$ cat src/rtl/quad_decoder.sv
// Quadrature decoder: 2-flop sync, FILT_LEN glitch filter, decode FSM; step/err outputs land FILT_LEN+3 clocks after the input edge.
// Define QDEC_ERR_CNT_EN to build the saturating illegal-transition counter on err_cnt; otherwise err_cnt is tied to zero.
module quad_decoder #(
  parameter int FILT_LEN = 3
) (
  input  logic       clk,
  input  logic       reset,
  input  logic       a_in,
  input  logic       b_in,
  input  logic       dec_en,
  output logic       enable,
  output logic       up_down,
  output logic       err,
  output logic [3:0] err_cnt
);

  typedef enum logic [2:0] {INIT, S00, S01, S11, S10} state_t;

  localparam logic [3:0] FILT_W = 4'(FILT_LEN);

  logic [1:0] r_sync1, r_sync2, r_hold, r_filt;
  logic       r_filt_vld;
  logic [3:0] r_cnt;
  logic [3:0] w_run;
  logic       w_match;
  state_t     r_state, w_next, w_tgt;
  logic       w_fwd, w_rev, w_bad;
  logic       r_fwd, r_rev, r_bad;
  logic       r_enable, r_up_down, r_err;

  always_ff @(posedge clk or negedge reset) begin
    if (!reset) begin
      r_sync1 <= 2'b00;
      r_sync2 <= 2'b00;
    end else begin
      r_sync1 <= {a_in, b_in};
      r_sync2 <= r_sync1;
    end
  end

  // Before the first acceptance nothing counts as "matching", so a stable level after reset is taken as the start state.
  always_comb begin
    w_match = r_filt_vld && (r_sync2 == r_filt);
    w_run   = ((r_cnt == 4'd0) || (r_sync2 != r_hold)) ? 4'd1 : r_cnt + 4'd1;
  end

  always_ff @(posedge clk or negedge reset) begin
    if (!reset) begin
      r_cnt      <= 4'd0;
      r_hold     <= 2'b00;
      r_filt     <= 2'b00;
      r_filt_vld <= 1'b0;
    end else if (w_match) begin
      r_cnt <= 4'd0;
    end else if (w_run == FILT_W) begin
      r_filt     <= r_sync2;
      r_filt_vld <= 1'b1;
      r_cnt      <= 4'd0;
    end else begin
      r_cnt  <= w_run;
      r_hold <= r_sync2;
    end
  end

  always_comb begin
    case (r_filt)
      2'b00:   w_tgt = S00;
      2'b01:   w_tgt = S01;
      2'b11:   w_tgt = S11;
      default: w_tgt = S10;
    endcase
    w_next = r_state;
    w_fwd  = 1'b0;
    w_rev  = 1'b0;
    w_bad  = 1'b0;
    if (r_filt_vld && (w_tgt != r_state)) begin
      w_next = w_tgt;
      case (r_state)
        S00: begin
          w_fwd = (w_tgt == S01);
          w_rev = (w_tgt == S10);
          w_bad = (w_tgt == S11);
        end
        S01: begin
          w_fwd = (w_tgt == S11);
          w_rev = (w_tgt == S00);
          w_bad = (w_tgt == S10);
        end
        S11: begin
          w_fwd = (w_tgt == S10);
          w_rev = (w_tgt == S01);
          w_bad = (w_tgt == S00);
        end
        S10: begin
          w_fwd = (w_tgt == S00);
          w_rev = (w_tgt == S11);
          w_bad = (w_tgt == S01);
        end
        default: begin
          w_fwd = 1'b0;
        end
      endcase
    end
  end

  always_ff @(posedge clk or negedge reset) begin
    if (!reset) begin
      r_state <= INIT;
      r_fwd   <= 1'b0;
      r_rev   <= 1'b0;
      r_bad   <= 1'b0;
    end else begin
      r_state <= w_next;
      r_fwd   <= w_fwd;
      r_rev   <= w_rev;
      r_bad   <= w_bad;
    end
  end

  // dec_en gates only the output stage; the filter and FSM keep following the encoder.
  always_ff @(posedge clk or negedge reset) begin
    if (!reset) begin
      r_enable  <= 1'b0;
      r_err     <= 1'b0;
      r_up_down <= 1'b1;
    end else begin
      r_enable <= dec_en && (r_fwd || r_rev);
      r_err    <= dec_en && r_bad;
      if (dec_en && (r_fwd || r_rev)) r_up_down <= r_fwd;
    end
  end

  assign enable  = r_enable;
  assign err     = r_err;
  assign up_down = r_up_down;

`ifdef QDEC_ERR_CNT_EN
  logic [3:0] r_err_cnt;

  always_ff @(posedge clk or negedge reset) begin
    if (!reset) begin
      r_err_cnt <= 4'h0;
    end else if (dec_en && r_bad && (r_err_cnt != 4'hF)) begin
      r_err_cnt <= r_err_cnt + 4'd1;
    end
  end

  assign err_cnt = r_err_cnt;
`else
  assign err_cnt = 4'h0;
`endif

endmodule

$ cat config.mk
export PLATFORM = sky130hd
export DESIGN_NAME = quad_decoder
export DESIGN_NICKNAME = d
export VERILOG_FILES = /design/src/rtl/quad_decoder.sv
export SDC_FILE = /design/constraint.sdc
export NUM_CORES = 1
export LEC_CHECK = 0
export ABC_AREA = 1
export BUFFER_PORTS_ARGS = -buffer_cell sky130_fd_sc_hd__buf_2
export CAP_MARGIN = 40
export CORE_MARGIN = 4
export CORE_UTILIZATION = 60
export CTS_BUF_LIST = sky130_fd_sc_hd__clkbuf_2 sky130_fd_sc_hd__clkbuf_4 sky130_fd_sc_hd__clkbuf_8
export CTS_CLUSTER_SIZE = 24
export DETAILED_ROUTE_END_ITERATION = 6
export MAX_ROUTING_LAYER = met4
export PLACE_DENSITY = 0.8
export SETUP_SLACK_MARGIN = 0.15
export SLEW_MARGIN = 20
export SYNTH_ARGS = -nofsm -noshare
export SYNTH_HDL_FRONTEND = slang
export SYNTH_SLANG_ARGS = --single-unit
$ cat constraint.sdc
create_clock -name clk -period 1.8 [get_ports clk]
set_input_delay 0.18 -clock clk [delete_from_list [all_inputs] [get_ports clk]]
set_output_delay 0.18 -clock clk [all_outputs]
set_load 0.02 [all_outputs]
Word-level counts from Yosys, hierarchy flattened --
Index checks and enable logic that the tools add are counted.
Operators by class: bitwise gates (word level) 2, reductions and logical operators 10, multiplexer cells 10, eq/ne operators 14, $add $sub $neg 1
Operator list (count):
- $eq 3x2->1 const B | 4
- $mux 4 | 3
- $pmux 1 s4 | 3
- $pmux 3 s3 | 1
- $eq 3x1->1 const B | 2
- $eq 3x3->1 const B | 2
- $add 4x1->4 const B | 1
- $eq 4x2->1 const B | 1
- $logic_and 1x1->1 | 4
- $logic_not 4->1 | 1
- $reduce_and 2->1 | 2
- $mux 1 | 3
- $ne 3x3->1 | 1
- $eq 2x1->1 const B | 1
- $eq 2x2->1 | 1
- $eq 2x2->1 const B | 1
- $logic_not 2->1 | 1
- $logic_or 1x1->1 | 2
- $ne 2x2->1 | 1
- $not 1->1 | 2
Word-level totals: input bits 5, register bits 22, output and inout bits 7, logic and storage cells 50

Logic depth before layout (Yosys ltp) --
word-level depth 6, depth in mapped cells 10

Worst setup path after synthesis --
No wires, ideal clock.
path type register -> register, start register r_filt[0], end register r_state[1], data arrival time 1353 ps, setup time 126 ps, cell stages (with the launch flop) 8, clock period less this slack 1479 ps, path buffers 0, path slack 321 ps, cells stage by stage dfrtp_1 -> inv_1 -> ha_1 -> xor2_1 -> nand3_1 -> nand2_1 -> nor3_1 -> a21oi_1
On the way: longest elaborated chain between the ends 4
RTL lines:
- start, declared | RTL line 21 | logic [1:0] r_sync1, r_sync2, r_hold, r_filt;
- start signal, assigned | RTL line 56 | r_filt <= r_sync2;
- $eq 2x2->1, or another cell as far along | RTL line 66 | case (r_filt)
- $pmux 3 s3 * | RTL line 66
- $ne 3x3->1 | RTL line 76 | if (r_filt_vld && (w_tgt != r_state)) begin
- $logic_and 1x1->1 | RTL line 76
- end signal, assigned | RTL line 113 | r_state <= w_next;
- end, declared | RTL line 26 | state_t r_state, w_next, w_tgt;
Mark *: on every way between the ends. The rest lies on a longest branch, timed or not. A chain may end at the register's enable or synchronous reset.

Worst setup path in the final report --
start register r_filt[1], end register r_state[1]
The elaborated chain is that of the path after synthesis.

==> run_results.csv <==
group,metric,value,unit
drt,wl_met1,895,um
cts,clock_sinks,22,
synth,yosys-top-cells-area,"dfrtp_1 (45%), nand2_1 (8.8%), ha_1 (7.6%)",
critical_path,path_max_fanout,7,
critical_path,critPathCaptureType,"flop",
global_routing,grt_pass1_wl,3.49,mm
synth,synthMuxAreaShare,0,%
pwr,max-vdd-ir-drop,0.881,mV
cells_and_area,diodes,0,
floorplan,rows,15,
sta,max_freq,0.630,GHz
drt,postRouteAntennaNets,0,
sta,finalCritPeriodShare,88.2,%
critical_path,required,2000,ps
synth,synth_fa_ha_area_share,7.58,%
sta,hold_viol,0,
critical_path,crit_arrival,1780,ps
synth,synth_xor_area_share,5.30,%
critical_path,crit_start,"r_filt[1]",
synth,yosysTopAreaCell,"dfrtp_1",
pwr,internal_power,1140,uW
placed_design,place_congestion,0.852,
cells_and_area,finalNetCount,159,
synth,ys_ff_latch,22,
floorplan,start_util,64.8,%
cells_and_area,mostFrequentLayoutCell,"nand2_1",
drt,wl_per_cell,11.8,um
drt,drt-pass1-iter-count,4,
floorplan,io-pin-count,12,
synth,synth_compound_area_share,5.84,%
pwr,clkPwrFrac,13.2,%
placed_design,port_buffers,7,
sta,fin_tns_setup,0,ps
drt,drt_iter0_drc,30,
sta,finalSetupViolations,0,
pwr,power.density,1570,nW/um2
drt,drt_wl_total,2.02,mm
cts,cts_buffers,3,
cells_and_area,final_cell_mix,"nand2_1 (27), dfrtp_1 (20), inv_1 (19)",
critical_path,critPathMaxStageDelay,450,ps
drt,top_layer,"met4",
synth,syn_inst,130,
synth,synth_flop_cell,"dfrtp_1",
pwr,p_total,2030,uW
outcome,status,"finished, final reports clean",
synth,yosysWarnings,0,
placed_design,dp_hpwl,1.44,mm
synth,avgSynthCellArea,8.89,um2
floorplan,core_area,1780,um2
cts,clk_latency,300,ps
cells_and_area,drive_gt1_share,17.1,%
synth,synth_top_family_by_area,"simple AND/OR/NAND/NOR gates",
pwr,leakage,0.000681,uW
critical_path,critPathTopFamily,"flip-flops",
synth,async_reset_ff_share,100,%
synth,synth_top_area_share,45.5,%
synth,seq_area_frac_synth,47.7,%
critical_path,timing.rr.start,"r_filt[1]",
sta,finalMaxSlewViolations,0,
cells_and_area,postLayoutCoreUtil,72.6,%
sta,rsz0062_at_grt,"no",
drt,met3_length,114,um
worst_hold_path,hp-start,"dec_en",
global_routing,grt_max_degree,23,
sta,clock_skew,6.10,ps
cells_and_area,multi_input_area,510,um2
global_routing,antenna_found_initial,0,
sta,fin_crit,1590,ps
global_routing,grt-ovfl-total,0,
cts,cts_tree,"yes",
pwr,netSwitchingFraction,44.1,%
floorplan,dieWidth,51.9,um
pwr,seqPwrFrac,37.9,%
synth,synth-simple-area-share,24.1,%
synth,synthesis.area,1160,um2
critical_path,path_buf_inv,1,
floorplan,die_y,51.9,um
drt,vias,875,
critical_path,critical_path.slowest_cell,"dfrtp_2",
cells_and_area,nFillCells,137,
pwr,power.switching,898,uW
drt,vias_per_cell,5.12,
cts,root_buffer,"clkbuf_4",
cts,htree_levels,1,
cts,cts.path.max_buffers,2,
cells_and_area,area_delta_synth_final,11.9,%
cts,clk_pin_slew_worst_paths,120,ps
global_routing,grt_pass1_vias,823,
cells_and_area,register_area,553,um2
critical_path,crit_type,"reg -> reg",
synth,synth_edf_count,0,
drt,drc,0,
drt,wl_met2,995,um
critical_path,path_cells,"inv_1, ha_1, xor2_1, nand3_1, nand2_1, nor3_1, a21oi_1",
worst_hold_path,hp-class,"in -> reg",
pwr,p_comb_share,48.9,%
synth,synth_cell_types,25,
run,maxCapViolCount,0,
global_routing,grt_usage,18.3,%
critical_path,worstSetupStartpointType,"flop",
floorplan,dieArea,2690,um2
-- cells by family after synthesis --
family | count (synthesis)
and+or+nand+nor | 57
AOI/OAI and AO/OA | 12
adders and majority gates | 7
DFF | 22
other | 1
xor gates and xnor gates | 7
buffers and inverters | 24
-- synth_stat cells (2+ instances only) --
cell type and number:
o21ai_0 6, nor3_1 3, nand3_1 7, dfrtp_1 21, ha_1 7, o22ai_1 3
nand2_1 27, nor2_4 2, xor2_1 2, nand2_4 2, xnor2_1 5, inv_1 19
buf_4 4, nor2_1 11
-- state kept, by name, indices dropped and copies added (netlist names), 2 cells and up --
signal	flops
r_sync1	2
r_sync2	2
r_filt	2
r_state	3
r_hold	2
r_cnt	4
-- tightest hold or removal path: stages --
cell and delay [ps]:
buf_2 90, nand2_1 50, inv_1 40
-- power by group through the flow --
stage	clock network (uW)	logic, uW	registers [uW]
CTS	277	945	772
global route	305	1120	788
finish	269	994	771
global placement	0	886	774
floorplan	0	717	786
detailed placement	0	939	781
-- cell type report --
cell class	instances	share of cell area, %
Sequential cell	22	42.7
Timing Repair Buffer	13	6.77
Multi-Input combinational cell	87	39.5
Clock buffer	4	2.80
Inverter	20	5.80
Tap cell	25	2.42
-- final timing paths --
| check | slack (ps) | endpoint | cells past startpoint |
|---|---|---|---|
| hold reg to reg | 360 | r_sync2[1] | 0 |
| hold / removal | 70 | err | 3 |
| setup / recovery | 210 | r_state[1] | 7 |
| min in group asynchronous | 350 | err | 2 |
| setup reg to reg | 210 | r_state[1] | 7 |
| max in group asynchronous | 1090 | r_filt[1] | 2 |
-- per-layer routing --
layer / vias to the layer above / global-route usage, %
met2: 32 / 29.7
met5: - / -
li1: 431 / -
met1: 410 / 22.4
met4: 0 / 7.42
met3: 2 / 3.44
-- what timing repair did --
item,in CTS,in global routing
setup endpoints to repair,0,2
endpoints found under the hold margin,23,0
setup buffers,0,2
gates resized for setup,0,1
hold buffers,3,0
-- stage by stage --
step / hold slack, ps / cells / worst slack [ps] / area [um2]
final: 75.0 / 171 / 212 / 1290
after global routing: 59.8 / 171 / 179 / 1290
after CTS: 69.2 / 169 / 176 / 1280
after detailed placement: 170 / 162 / 190 / 1210
after global placement: 158 / 162 / 337 / 1210
after floorplan: -116 / 133 / 321 / 1170
(Power assumes the default switching activity.)
